===== config.mk =====
export PLATFORM = sky130hd
export DESIGN_NAME = rsa_stream_ctrl
export DESIGN_NICKNAME = d
export VERILOG_FILES = /design/src/rtl/rsa_pkg.sv /design/src/rtl/rsa_out_reg.sv /design/src/rtl/rsa_stream_ctrl.sv
export SDC_FILE = /design/constraint.sdc
export NUM_CORES = 1
export LEC_CHECK = 0
export ABC_AREA = 1
export CAP_MARGIN = 30
export CORE_UTILIZATION = 40
export DETAILED_ROUTE_END_ITERATION = 6
export PLACE_DENSITY = 0.76
export SLEW_MARGIN = 20
export SYNTH_ARGS = -nofsm -noshare
export SYNTH_HDL_FRONTEND = slang
export SYNTH_SLANG_ARGS = --single-unit
export TNS_END_PERCENT = 50

===== constraint.sdc =====
create_clock -name clk -period 1.6 [get_ports clk]
set_input_delay 0.24 -clock clk [delete_from_list [all_inputs] [get_ports clk]]
set_output_delay 0.24 -clock clk [all_outputs]
set_load 0.02 [all_outputs]

===== src/rtl/rsa_pkg.sv =====
// Shared types and constants for the RSA streaming controller and the
// modular-exponentiation core it drives.
package rsa_pkg;

  localparam int DEF_BASE_WIDTH = 6;
  localparam int DEF_EXPO_WIDTH = 6;
  localparam int DEF_N_WIDTH    = 6;

  // The core stretches its internal reset for two cycles after start.
  localparam int GUARD_CYCLES = 2;
  localparam int WDOG_MARGIN  = 3;

  typedef enum logic [2:0] {
    IDLE,
    LAUNCH,
    GUARD,
    WAIT,
    PUSH
  } state_t;

  function automatic int max_int(input int a, input int b);
    return (a > b) ? a : b;
  endfunction

endpackage


===== src/rtl/rsa_out_reg.sv =====
// One-entry valid/ready holding register carrying a data word and an error flag.
// Usable as a skid-free output stage by any stream block.
module rsa_out_reg
  import rsa_pkg::*;
#(
  parameter int data_width = DEF_N_WIDTH
) (
  input  logic                  clk,
  input  logic                  rst,
  input  logic                  load,
  input  logic [data_width-1:0] load_data,
  input  logic                  load_err,
  output logic                  can_load,
  output logic                  out_valid,
  input  logic                  out_ready,
  output logic [data_width-1:0] out_data,
  output logic                  out_err
);

  // A new word may enter when the slot is empty or is being drained this cycle.
  assign can_load = !out_valid || out_ready;

  always_ff @(posedge clk) begin
    if (rst) begin
      out_valid <= 1'b0;
      out_data  <= '0;
      out_err   <= 1'b0;
    end else if (load && can_load) begin
      out_valid <= 1'b1;
      out_data  <= load_data;
      out_err   <= load_err;
    end else if (out_ready) begin
      out_valid <= 1'b0;
    end
  end

endmodule


===== src/rtl/rsa_stream_ctrl.sv =====
// Streams plaintext symbols through an external modular-exponentiation core,
// one ciphertext per symbol, with range checking, output buffering and a watchdog.
module rsa_stream_ctrl
  import rsa_pkg::*;
#(
  parameter int base_width = DEF_BASE_WIDTH,
  parameter int expo_width = DEF_EXPO_WIDTH,
  parameter int N_width    = DEF_N_WIDTH
) (
  input  logic                  clk,
  input  logic                  rst,
  input  logic                  key_load,
  input  logic [expo_width-1:0] key_expo,
  input  logic [N_width-1:0]    key_N,
  input  logic                  in_valid,
  output logic                  in_ready,
  input  logic [base_width-1:0] in_data,
  output logic                  out_valid,
  input  logic                  out_ready,
  output logic [N_width-1:0]    out_data,
  output logic                  out_err,
  output logic                  core_start,
  output logic [base_width-1:0] core_base,
  output logic [expo_width-1:0] core_expo,
  output logic [N_width-1:0]    core_N,
  input  logic [N_width-1:0]    core_result,
  input  logic                  core_valid,
  output logic                  busy,
  output logic                  err_timeout
);

  localparam int CMP_W  = max_int(base_width, N_width);
  localparam int WDOG_W = expo_width + 2;
  localparam logic [WDOG_W-1:0] WDOG_LAST  = WDOG_W'((1 << expo_width) + WDOG_MARGIN - 1);
  localparam logic [WDOG_W-1:0] GUARD_LAST = WDOG_W'(GUARD_CYCLES - 1);

  state_t                state;
  logic                  key_valid;
  logic [expo_width-1:0] key_expo_reg;
  logic [N_width-1:0]    key_n_reg;
  logic [base_width-1:0] sym_reg;
  logic [N_width-1:0]    pend_data;
  logic                  pend_err;
  logic [WDOG_W-1:0]     wdog_cnt;
  logic                  accept;
  logic                  in_range;
  logic                  can_load;
  logic                  push_load;

  assign in_ready   = (state == IDLE) && key_valid && !key_load;
  assign accept     = in_valid && in_ready;
  assign in_range   = (CMP_W'(in_data) < CMP_W'(key_n_reg)) && (key_n_reg != '0);
  assign push_load  = (state == PUSH) && can_load;
  assign core_start = rst || (state == LAUNCH);
  assign busy       = (state != IDLE);
  assign core_base  = sym_reg;
  assign core_expo  = key_expo_reg;
  assign core_N     = key_n_reg;

  // The watchdog counter doubles as the guard-window timer since both start at LAUNCH.
  always_ff @(posedge clk) begin
    if (rst) begin
      state        <= IDLE;
      key_valid    <= 1'b0;
      key_expo_reg <= '0;
      key_n_reg    <= '0;
      sym_reg      <= '0;
      pend_data    <= '0;
      pend_err     <= 1'b0;
      wdog_cnt     <= '0;
      err_timeout  <= 1'b0;
    end else begin
      case (state)
        IDLE: begin
          if (key_load) begin
            key_valid    <= 1'b1;
            key_expo_reg <= key_expo;
            key_n_reg    <= key_N;
          end else if (accept) begin
            if (in_range) begin
              sym_reg <= in_data;
              state   <= LAUNCH;
            end else begin
              pend_data <= '0;
              pend_err  <= 1'b1;
              state     <= PUSH;
            end
          end
        end
        LAUNCH: begin
          wdog_cnt <= '0;
          state    <= GUARD;
        end
        GUARD, WAIT: begin
          if (state == WAIT && core_valid) begin
            pend_data <= core_result;
            pend_err  <= 1'b0;
            state     <= PUSH;
          end else if (wdog_cnt == WDOG_LAST) begin
            err_timeout <= 1'b1;
            state       <= IDLE;
          end else begin
            wdog_cnt <= wdog_cnt + 1'b1;
            if (state == GUARD && wdog_cnt == GUARD_LAST) begin
              state <= WAIT;
            end
          end
        end
        PUSH: begin
          if (can_load) begin
            state <= IDLE;
          end
        end
        default: state <= IDLE;
      endcase
    end
  end

  rsa_out_reg #(
    .data_width(N_width)
  ) u_out_reg (
    .clk      (clk),
    .rst      (rst),
    .load     (push_load),
    .load_data(pend_data),
    .load_err (pend_err),
    .can_load (can_load),
    .out_valid(out_valid),
    .out_ready(out_ready),
    .out_data (out_data),
    .out_err  (out_err)
  );

endmodule


==> results of run 1 <==
## worst min-delay path by stage
stage                                     start               endpoint  slack (ns)  cells after the start
final                                in_data[1]           core_base[1]        0.25                      3
after global routing                 in_data[1]           core_base[1]        0.26                      3
after CTS                 u_out_reg.out_data[5]  u_out_reg.out_data[5]        0.45                      2
after detailed placement  u_out_reg.out_data[5]  u_out_reg.out_data[5]        0.44                      2
after global placement    u_out_reg.out_data[4]  u_out_reg.out_data[4]        0.43                      2
after floorplan                      in_data[0]           core_base[0]        0.37                      2
## flip-flops by register name (all words and copies together), names as in the netlist
signal               count
wdog_cnt                 8
core_N                   6
core_base                6
core_expo                6
pend_data                6
u_out_reg.out_data       6
state                    3
err_timeout              1
key_valid                1
pend_err                 1
u_out_reg.out_err        1
u_out_reg.out_valid      1
## final cells by class
class                           instances  area, sq um
Clock buffer                            7        86.33
Clock inverter                          1        5.005
Fill cell                             500         2073
Inverter                               54        212.7
Multi-Input combinational cell        219         1221
Sequential cell                        46        925.9
Tap cell                               72        90.09
Timing Repair Buffer                   96        892.1
## routing by layer
layer	part of all wire, %	wire length, um	GRT usage (%)
met1	43	2653	23.76
met2	51	3167	36.64
met3	4.4	270	4.000
met4	1.7	104	5.283
met5	0	0	0
## Yosys cell counts
master    count  share of area, %
nor2_1       47               7.8
buf_2         3              0.66
nand4_1       2              0.55
buf_4         1              0.33
inv_6         1              0.39
nor2_2        8               2.2
dfxtp_1      46                41
a21oi_1      33               7.3
nand3_1      21               4.6
inv_2         5              0.83
o21ai_0      17               3.7
clkbuf_1      4              0.66
nand2_2       1              0.28
xor2_1        1              0.39
buf_6         3               1.5
nand2_4       3               1.5
nand4_2       1              0.55
o21ai_2       2              0.77
o21a_1        1              0.33
nand3b_1      1              0.33
xnor2_1       1              0.39
nor2_4        2              0.99
o21ai_1       1              0.22
nand2_1      65                11
inv_1        48               7.9
ha_1          8               4.4
nor3_1        1              0.22
## critical path, cell delays in order
cell and delay [ns]:
clkdlybuf4s50_1 0.45, ha_1 0.23, nand2_1 0.09, nand2_1 0.07, nand2_1 0.09, nand2_2 0.06
nor2_4 0.18, nand3_4 0.13, nand2_4 0.13, inv_6 0.06, nor2_4 0.09, nor2_2 0.03
## per-stage QoR
| step | setup TNS, ns | hold slack [ns] | total power, mW |
|---|---|---|---|
| after detailed placement | -6.389 | 0.4356 | 4.555 |
| after CTS | -0.08212 | 0.4480 | 5.388 |
| final | -0.4644 | 0.2468 | 5.721 |
| after floorplan | 0 | 0.3749 | 3.439 |
| after global routing | -1.505 | 0.2609 | 6.113 |
| after global placement | -5.288 | 0.4303 | 4.467 |
## timing repair
action / in CTS / in global routing
endpoints found under the setup margin: 23 / 26
gates resized for setup: 10 / 34
buffers inserted: 1 / 3
pin swaps: 5 / 16
cloned: 1 / 2
## power groups by stage
stage | sequential, mW | combinational (mW) | clock, mW
global route | 1.71 | 3.60 | 0.803
global placement | 1.66 | 2.81 | 0
finish | 1.66 | 3.32 | 0.737
CTS | 1.64 | 3.00 | 0.742
detailed placement | 1.67 | 2.89 | 0
floorplan | 1.86 | 1.58 | 0
## cell families after synthesis
kind of cell               share of synthesized area (%)
and+or+nand+nor                                    29.72
xor gates and xnor gates                          0.7706
adders and majority gates                          4.403
DFF                                                40.51
AOI/OAI and AO/OA                                  12.33
buffers and inverters                              12.27
==> flow_metrics.py, run 1 <==
metrics = {
    "final_layout": {
        "final_area_sq_um": 3433,
        "layout_common_cells": "nand2_1, clkdlybuf4s50_1, inv_1",
        "final_layout_size_suffix_gt1_share_pct": 22.22,
        "final_common_cell": "nand2_1",
        "final_core_utilization_pct": 62.35,
        "num_antenna_cells": 0,
        "layout.cells.non_filler": 495,
        "syn2layout_area_growth_pct": 51.02,
        "nNetsFinal": 460,
    },
    "placed_design": {
        "preCtsSetupSlack_ns": -0.4081,
        "io_buffers": 59,
        "gp_congestion": 0.7901,
        "dpl_cell_area_sq_um": 3154,
        "dp_hpwl_mm": 4.140,
        "dp.cells": 480,
    },
    "floorplan": {
        "die-height_um": 77.39,
        "die_w_um": 77.39,
        "initial_core_util_pct": 41.29,
        "core_region_area_sq_um": 5507,
        "die_area_sq_um": 5989,
        "io_pins": 60,
        "rows": 27,
    },
    "global_route": {
        "grt_util_all_layers_pct": 20.09,
        "grt.overflow.total": 0,
        "grt_max_degree": 30,
        "antenna_found_initial": 0,
        "grt_pass1_wl_mm": 9.777,
        "grt_pass1_vias": 2270,
    },
    "worst_setup_path": {
        "critPathKind": "primary input to register",
        "crit_end": "pend_err",
        "cp-startpoint": "in_data[2]",
        "reg2reg_from": "core_N[3]",
        "start_kind": "primary input",
        "crit_arrival_ns": 1.87,
        "required_ns": 1.79,
        "reg2reg_to": "pend_err",
        "critPathMaxFanout": 5,
        "r2r_setup_slack_ns": -0.05,
        "worstRegToRegCells": 12,
        "cp-end-kind": "register",
    },
    "power_and_ir_drop": {
        "pwr_density_cell_nw_per_um2": 1666,
        "intPower_mw": 3.247,
        "p_sw_mw": 2.474,
        "switching_share_pct": 43.25,
        "p_leak_nw": 1.578,
        "pwr-share-seq_pct": 29.0,
        "p_comb_share_pct": 58.1,
        "clockPowerShare_pct": 12.9,
        "max-vdd-ir-drop_mv": 0.7303,
    },
    "run_status": {
        "violations": "setup timing",
        "status": "complete, but fails checks",
    },
    "cts": {
        "cts_made_buffers": 5,
        "clk_path_buf_depth": 2,
        "root_buffer": "clkbuf_8",
        "postCtsHoldBufs": 0,
        "clk_latency_ns": 0.30,
        "path_clk_slew_ns": 0.09,
        "clock_sinks": 46,
        "h-tree-depth": 2,
        "cts_tree": "done",
    },
    "sta": {
        "rsz0062_at_grt": "true",
        "setup_viol": 11,
        "fin_skew_ns": 0.006018,
        "setup_ws_ns": -0.07601,
        "max_freq_ghz": 0.5967,
        "slew_headroom_pct": 75.88,
        "hold_viol": 0,
        "slew_viol_final": 0,
        "finalCritPeriodShare_pct": 104.8,
        "post-route-min-period_ns": 1.676,
        "tightestPinTransition_ns": 0.3618,
    },
    "drt": {
        "drt_iter0_drc": 110,
        "viasPerCell": 4.768,
        "routedWlPerCell_um": 12.52,
        "postRouteAntennaNets": 0,
        "num_vias": 2360,
        "drc": 0,
        "wirelength_mm": 6.196,
        "drt_first_pass_iters": 4,
    },
    "flow_run": {
        "cap_viol_max_count": 0,
    },
    "synthesis": {
        "synth-seq-area-share_pct": 40.51,
        "netlist_area_sq_um": 2273,
        "ys_seq_elements": 46,
        "syn_inst": 327,
        "yosysUniqueCellTypes": 27,
        "yosys_warnings": 0,
        "syn_nets": 365,
        "synth.avg_cell_area_sq_um": 6.952,
    },
    "worst_hold_path": {
        "hold_class": "primary input to register",
    },
}
Note: power is estimated with default switching activity, not from simulation.
==> run 2, diff against run 1 <==
--- a/config.mk
+++ b/config.mk
@@ -6,6 +6,7 @@
 export NUM_CORES = 1
 export LEC_CHECK = 0
 export ABC_AREA = 1
+export ABC_CLOCK_PERIOD_IN_PS = 1600
 export CAP_MARGIN = 30
 export CORE_UTILIZATION = 40
 export DETAILED_ROUTE_END_ITERATION = 6
==> results of run 2 <==
Same layout as run 1: the final DEF is identical, and so are final timing and power.
